File: src/rtl/cpu_control_fsm.sv
// Multi-cycle control sequencer for the 16-bit CPU datapath.
// Steps each instruction through fetch/decode/execute/memory/writeback,
// drives the datapath enables and selects, and guards memory handshakes
// with a wait-state timeout.
//
//   state  | meaning
//   -------+-------------------------------------------------------------
//   FETCH  | read instruction at PC, load IR on mem_ready
//   DECODE | bump PC, reject undefined opcodes
//   EXEC   | drive ALU, resolve branches/jumps, retire NOP/BEQ/JMP
//   MEM    | data access at ALU-computed address, ST retires here
//   WB     | register file write from ALU or memory data
//   HALT   | terminal; all controls low, only rst leaves
//   PAUSE  | instruction boundary; waits for run or a step rising edge
module cpu_control_fsm #(
    parameter int unsigned TIMEOUT = 15,
    parameter int unsigned CNT_W   = 16
) (
    input  logic             clk,
    input  logic             rst,
    input  logic [3:0]       opcode,
    input  logic             alu_zero,
    input  logic             mem_ready,
    input  logic             run,
    input  logic             step,
    output logic             mem_req,
    output logic             mem_we,
    output logic             addr_sel,
    output logic             ir_load,
    output logic             pc_inc,
    output logic             pc_load,
    output logic [1:0]       alu_op,
    output logic             alu_b_imm,
    output logic             reg_we,
    output logic             wb_sel,
    output logic             halted,
    output logic             illegal,
    output logic             bus_err,
    output logic [2:0]       state_dbg,
    output logic [CNT_W-1:0] retired
);

    typedef enum logic [2:0] {
        S_FETCH  = 3'd0,
        S_DECODE = 3'd1,
        S_EXEC   = 3'd2,
        S_MEM    = 3'd3,
        S_WB     = 3'd4,
        S_HALT   = 3'd5,
        S_PAUSE  = 3'd6
    } state_t;

    localparam logic [3:0] OP_NOP  = 4'h0;
    localparam logic [3:0] OP_ADD  = 4'h1;
    localparam logic [3:0] OP_SUB  = 4'h2;
    localparam logic [3:0] OP_AND  = 4'h3;
    localparam logic [3:0] OP_OR   = 4'h4;
    localparam logic [3:0] OP_ADDI = 4'h5;
    localparam logic [3:0] OP_LD   = 4'h6;
    localparam logic [3:0] OP_ST   = 4'h7;
    localparam logic [3:0] OP_BEQ  = 4'h8;
    localparam logic [3:0] OP_JMP  = 4'h9;
    localparam logic [3:0] OP_HALT = 4'hF;

    localparam logic [1:0] ALU_ADD = 2'b00;
    localparam logic [1:0] ALU_SUB = 2'b01;
    localparam logic [1:0] ALU_AND = 2'b10;
    localparam logic [1:0] ALU_OR  = 2'b11;

    // Wait-state timer counts down from TIMEOUT; expiry is the wait cycle
    // that finds it at 1, i.e. the TIMEOUT-th cycle without mem_ready.
    localparam logic [3:0] TMO_LOAD = 4'(TIMEOUT);

    state_t             state_q, state_d;
    logic               step_q, step_d;
    logic [3:0]         tmo_q, tmo_d;
    logic               halted_q, halted_d;
    logic               illegal_q, illegal_d;
    logic               bus_err_q, bus_err_d;
    logic [CNT_W-1:0]   retired_q, retired_d;
    logic               step_edge;
    logic               retire;

    assign step_edge = step & ~step_q;
    assign halted    = halted_q;
    assign illegal   = illegal_q;
    assign bus_err   = bus_err_q;
    assign state_dbg = state_q;
    assign retired   = retired_q;

    // State register, sticky flags, wait timer and retire counter.
    always_ff @(posedge clk) begin
        if (rst) begin
            state_q   <= S_PAUSE;
            step_q    <= step_d;
            tmo_q     <= '0;
            halted_q  <= 1'b0;
            illegal_q <= 1'b0;
            bus_err_q <= 1'b0;
            retired_q <= '0;
        end else begin
            state_q   <= state_d;
            step_q    <= step_d;
            tmo_q     <= tmo_d;
            halted_q  <= halted_d;
            illegal_q <= illegal_d;
            bus_err_q <= bus_err_d;
            retired_q <= retired_d;
        end
    end

    // Next-state logic and control decode from state and opcode.
    always_comb begin
        state_d   = state_q;
        step_d    = step;
        tmo_d     = tmo_q;
        halted_d  = halted_q;
        illegal_d = illegal_q;
        bus_err_d = bus_err_q;
        retired_d = retired_q;
        retire    = 1'b0;
        mem_req   = 1'b0;
        mem_we    = 1'b0;
        addr_sel  = 1'b0;
        ir_load   = 1'b0;
        pc_inc    = 1'b0;
        pc_load   = 1'b0;
        alu_op    = ALU_ADD;
        alu_b_imm = 1'b0;
        reg_we    = 1'b0;
        wb_sel    = 1'b0;

        case (state_q)
            S_PAUSE: begin
                if (run || step_edge) state_d = S_FETCH;
            end
            S_FETCH: begin
                mem_req = 1'b1;
                ir_load = mem_ready;
                if (mem_ready) begin
                    state_d = S_DECODE;
                end else if (tmo_q == 4'd1) begin
                    bus_err_d = 1'b1;
                    state_d   = S_HALT;
                end else begin
                    tmo_d = tmo_q - 4'd1;
                end
            end
            S_DECODE: begin
                pc_inc = 1'b1;
                if (opcode <= OP_JMP || opcode == OP_HALT) begin
                    state_d = S_EXEC;
                end else begin
                    illegal_d = 1'b1;
                    state_d   = S_HALT;
                end
            end
            S_EXEC: begin
                case (opcode)
                    OP_NOP:  retire = 1'b1;
                    OP_ADD:  begin alu_op = ALU_ADD; state_d = S_WB; end
                    OP_SUB:  begin alu_op = ALU_SUB; state_d = S_WB; end
                    OP_AND:  begin alu_op = ALU_AND; state_d = S_WB; end
                    OP_OR:   begin alu_op = ALU_OR;  state_d = S_WB; end
                    OP_ADDI: begin alu_b_imm = 1'b1; state_d = S_WB; end
                    OP_LD, OP_ST: begin
                        alu_b_imm = 1'b1;
                        state_d   = S_MEM;
                    end
                    OP_BEQ: begin
                        alu_op  = ALU_SUB;
                        pc_load = alu_zero;
                        retire  = 1'b1;
                    end
                    OP_JMP: begin
                        pc_load = 1'b1;
                        retire  = 1'b1;
                    end
                    OP_HALT: state_d = S_HALT;
                    // IR changed under us after decode: treat as undefined.
                    default: begin
                        illegal_d = 1'b1;
                        state_d   = S_HALT;
                    end
                endcase
            end
            S_MEM: begin
                mem_req  = 1'b1;
                addr_sel = 1'b1;
                mem_we   = (opcode == OP_ST);
                if (mem_ready) begin
                    if (opcode == OP_LD) state_d = S_WB;
                    else                 retire  = 1'b1;
                end else if (tmo_q == 4'd1) begin
                    bus_err_d = 1'b1;
                    state_d   = S_HALT;
                end else begin
                    tmo_d = tmo_q - 4'd1;
                end
            end
            S_WB: begin
                reg_we = 1'b1;
                wb_sel = (opcode == OP_LD);
                retire = 1'b1;
            end
            S_HALT: begin
                state_d = S_HALT;
            end
            default: begin
                state_d = S_PAUSE;
            end
        endcase

        if (retire) begin
            retired_d = retired_q + CNT_W'(1);
            state_d   = run ? S_FETCH : S_PAUSE;
        end

        if (state_d == S_HALT) halted_d = 1'b1;

        if ((state_d == S_FETCH || state_d == S_MEM) && state_d != state_q)
            tmo_d = TMO_LOAD;
    end

endmodule

File: config.mk
export PLATFORM = sky130hd
export DESIGN_NAME = cpu_control_fsm
export DESIGN_NICKNAME = d
export VERILOG_FILES = /design/src/rtl/cpu_control_fsm.sv
export SDC_FILE = /design/constraint.sdc
export NUM_CORES = 1
export LEC_CHECK = 0
export CAP_MARGIN = 20
export CORE_MARGIN = 1
export CORE_UTILIZATION = 56
export DETAILED_ROUTE_END_ITERATION = 12
export DONT_BUFFER_PORTS = 1
export GPL_TIMING_DRIVEN = 1
export PLACE_DENSITY = 0.74
export SLEW_MARGIN = 20
export SYNTH_ARGS = -nofsm -noshare
export SYNTH_HDL_FRONTEND = slang
export SYNTH_SLANG_ARGS = --single-unit
File: constraint.sdc
create_clock -name clk -period 2 [get_ports clk]
set_input_delay 0.4 -clock clk [delete_from_list [all_inputs] [get_ports clk]]
set_output_delay 0.4 -clock clk [all_outputs]
set_load 0.02 [all_outputs]
==> summary.md <==
| Metric | Value |
|---|---|
| EDFF count, synth | `0` |
| CTS H-tree depth | `1` |
| Max-capacitance violation count | `0` |
| Sink Count | `27` |
| Tot GR Track Use | `0.239` |
| Die Span X | `56.4 um` |
| # placed instances | `between 200 and 300` |
| Leak Pwr | `about 0.83 nW` |
| Max-slew headroom | `0.655` |
| CTS Root Cell | `clkbuf_4` |
| Worst R2R End | `retired[12]$_SDFFE_PP0P_` |
| Final net count | `246` |
| Antenna cells | `0` |
| Met1 WL | `1.76 mm` |
| Flop-to-flop setup slack | `0 ns` |
| Crit path launch | `state_dbg[0]$_SDFF_PP0_` |
| Syn Area/Cell | `~8.3 sq um` |
| Count of cell types in the netlist | `53` |
| Fillers | `approximately 190` |
| Min-delay worst type | `in2reg` |
| Drt total wl | `roughly 4.2 mm` |
| CP endpoint kind | `output pin` |
| Largest fanout on the critical path | `6` |
| CTS buffer count | `3` |
| First-pass GRT wire length | `slightly above 6 mm` |
| Vias in the first global route | `roughly 1500` |
| Core Util, Final | `0.770` |
| IO buf count | `0` |
| Drt pass-1 iters | `4` |
| GR Overflow Total | `0` |
| Die Span Y | `56.4 um` |
| Warning count from the yosys run | `0` |
| Fin crit period | `between 2 and 2.5 ns` |
| Initial core utilization | `0.596` |
| Syn nets | `between 200 and 250` |
| Multi-input gate area | `around 1100 sq um` |
| I/O Pins | `43` |
| Final cell count without fillers | `around 260` |
| CTS hold repair buffers | `0` |
| Longest Clk Path Bufs | `2` |
| Layout cells sized above 1 | `0.306` |
| Mapped cell area | `approximately 1700 sq um` |
| Worst path arrival time | `between 1.5 and 2 ns` |
| Reg2reg path depth | `6` |
| Seq/Total Area, Yosys | `0.326` |
| RSZ-0062 raised after global routing | `yes` |
| Failing checks | `setup timing` |
| FF-to-FF Start | `state_dbg[2]$_SDFF_PP1_` |
| Row count | `19` |
| Yosys reg bits | `27` |
| Area grow syn2layout | `29.1%` |
| Core box area | `about 2800 sq um` |
| Pin count of the biggest net entering global routing | `28` |
| PwrDens | `~910 nW/um^2` |
| Status | `finished with violations` |
| WL per Instance | `approximately 16 um` |
| CTS tree | `done` |
| # setup viols final | `5` |
| Fin. Hold Viols | `0` |
| Clock skew | `about 0.019 ns` |
| Final ANT Viol Nets | `0` |
| Vias | `1608` |
| Post-synth ARST share | `0` |
| FF+latch area | `between 500 and 600 sq um` |
| Slew of the pin with the lowest slew margin | `about 0.5 ns` |
| Starting DRT DRC Count | `around 140` |
| Die ar. | `3180 sq um` |
| Setup Crit Path Kind | `reg2out` |
| Initial antenna violation count | `0` |
| Worst Setup EP | `alu_b_imm` |
| Peak VDD IR | `around 0.73 mV` |
| Highest metal used | `met4` |
| Worst-path clk slew | `0.16 ns` |
| Worst setup SP type | `register` |
| DRC violations left | `0` |
| PnR worst setup slack | `-0.0595 ns` |
| Detail Route met3 WL | `244 um` |
| DP Worst Slack | `0.000713 ns` |
| GP Congestion | `between 0.8 and 0.9` |
| Vias per std cell | `around 6.1` |
| Most frequent cells in the layout | `buf_4 (36), nor2_1 (24), dfxtp_1 (23), xor2_1 (12)` |
| Commonest non-fill, non-tap cell in the layout | `buf_4` |
| Post-DP HPWL | `2.81 mm` |
| Setup TNS | `-0.115 ns` |
| Post-Synthesis Cells | `slightly below 200` |
| Worst-skew pair later-pin latency | `0.33 ns` |
| Ys flop type | `dfxtp_1` |
| Final worst-path cycle share | `1.03` |
| Met2 WL | `2.17 mm` |
| PnR Total Power | `approximately 1.9 mW` |
| Req. time, crit path | `~1.6 ns` |
| Max Slew Vio Count | `0` |
| Fmax | `about 490 MHz` |
==> state kept, by name, indices dropped and copies added (netlist names) <==
signal	flops
bus_err	1
step_q	1
halted	1
tmo_q	4
illegal	1
retired	16
state_dbg	3
==> cell families (layout without fill, tap and decap cells) <==
group | Yosys count | after routing | synth area share
flip-flops | 27 | 27 | 0.326
buffers and inverters | 18 | 51 | 0.0491
multiplexers | 2 | 2 | 0.0121
AND/OR/NAND/NOR | 90 | 90 | 0.308
adder cells (fa/ha/maj) | 3 | 3 | 0.0226
XOR/XNOR | 16 | 16 | 0.0891
AO/OA/AOI/OAI | 43 | 43 | 0.193
==> layer usage <==
layer / vias up / track usage
met4: 0 / 0.0906
met5: - / 0
met3: 6 / 0.0276
li1: 774 / -
met2: 68 / 0.434
met1: 760 / 0.288
==> area by class of cell <==
| cell class | instances | area share |
|---|---|---|
| multi-input combinational | 154 | 0.537 |
| clock inverter | 1 | 0.00351 |
| timing repair buffer | 39 | 0.160 |
| tap | 31 | 0.0181 |
| sequential | 27 | 0.257 |
| clock buffer | 3 | 0.0105 |
| inverter | 8 | 0.0140 |
==> worst min-delay path by stage <==
| stage | from | slack [ns] | endpoint | cells after the start |
|---|---|---|---|---|
| global route | step | 0.07 | step_q$_DFF_P_ | 0 |
| global placement | step | 0.43 | step_q$_DFF_P_ | 0 |
| floorplan | step | 0.43 | step_q$_DFF_P_ | 0 |
| finish | step | 0.09 | step_q$_DFF_P_ | 0 |
| CTS | step | 0.09 | step_q$_DFF_P_ | 0 |
| detailed placement | step | 0.43 | step_q$_DFF_P_ | 0 |
==> per-stage QoR <==
step	instance area, sq um	hold slack [ns]
after floorplan	1660	0.428
after global placement	1900	0.428
after detailed placement	1900	0.428
after CTS	2020	0.0867
after global routing	2140	0.0735
final	2140	0.0937
==> critical path: stages (launching register included) <==
cell      delay, ns
dfxtp_4        0.39
buf_12         0.14
nand2b_4       0.14
or2_4          0.26
nor4b_2        0.21
buf_4          0.18
==> synthesized netlist by cell type (4+ instances only) <==
master	count	area, sq um
nand4_1	4	25.0
nor2b_1	4	25.0
nor3_1	7	35.0
o21ai_0	10	50.1
nor2_1	24	90.1
xor2_1	12	105
dfxtp_1	27	541
clkbuf_1	6	22.5
a21oi_1	11	55.1
nand2_1	12	45.0
inv_1	7	26.3
or3_1	7	43.8
o22ai_1	5	31.3
nand2b_1	7	43.8
==> what timing repair did <==
item | CTS | global route
gates resized for setup | 10 | 16
buffers inserted | 2 | 3
setup endpoints to repair | 9 | 17
cloned | 1 | 1
pin swaps | 2 | 6
==> report_power, final <==
part / total, mW / internal (mW) / leakage [nW] / switching (mW)
sequential: 0.712 / 0.618 / 0.221 / 0.0940
combinational: 0.981 / 0.481 / 0.596 / 0.500
clock: 0.245 / 0.0765 / 0.0139 / 0.169
(Power assumes the default switching activity.)
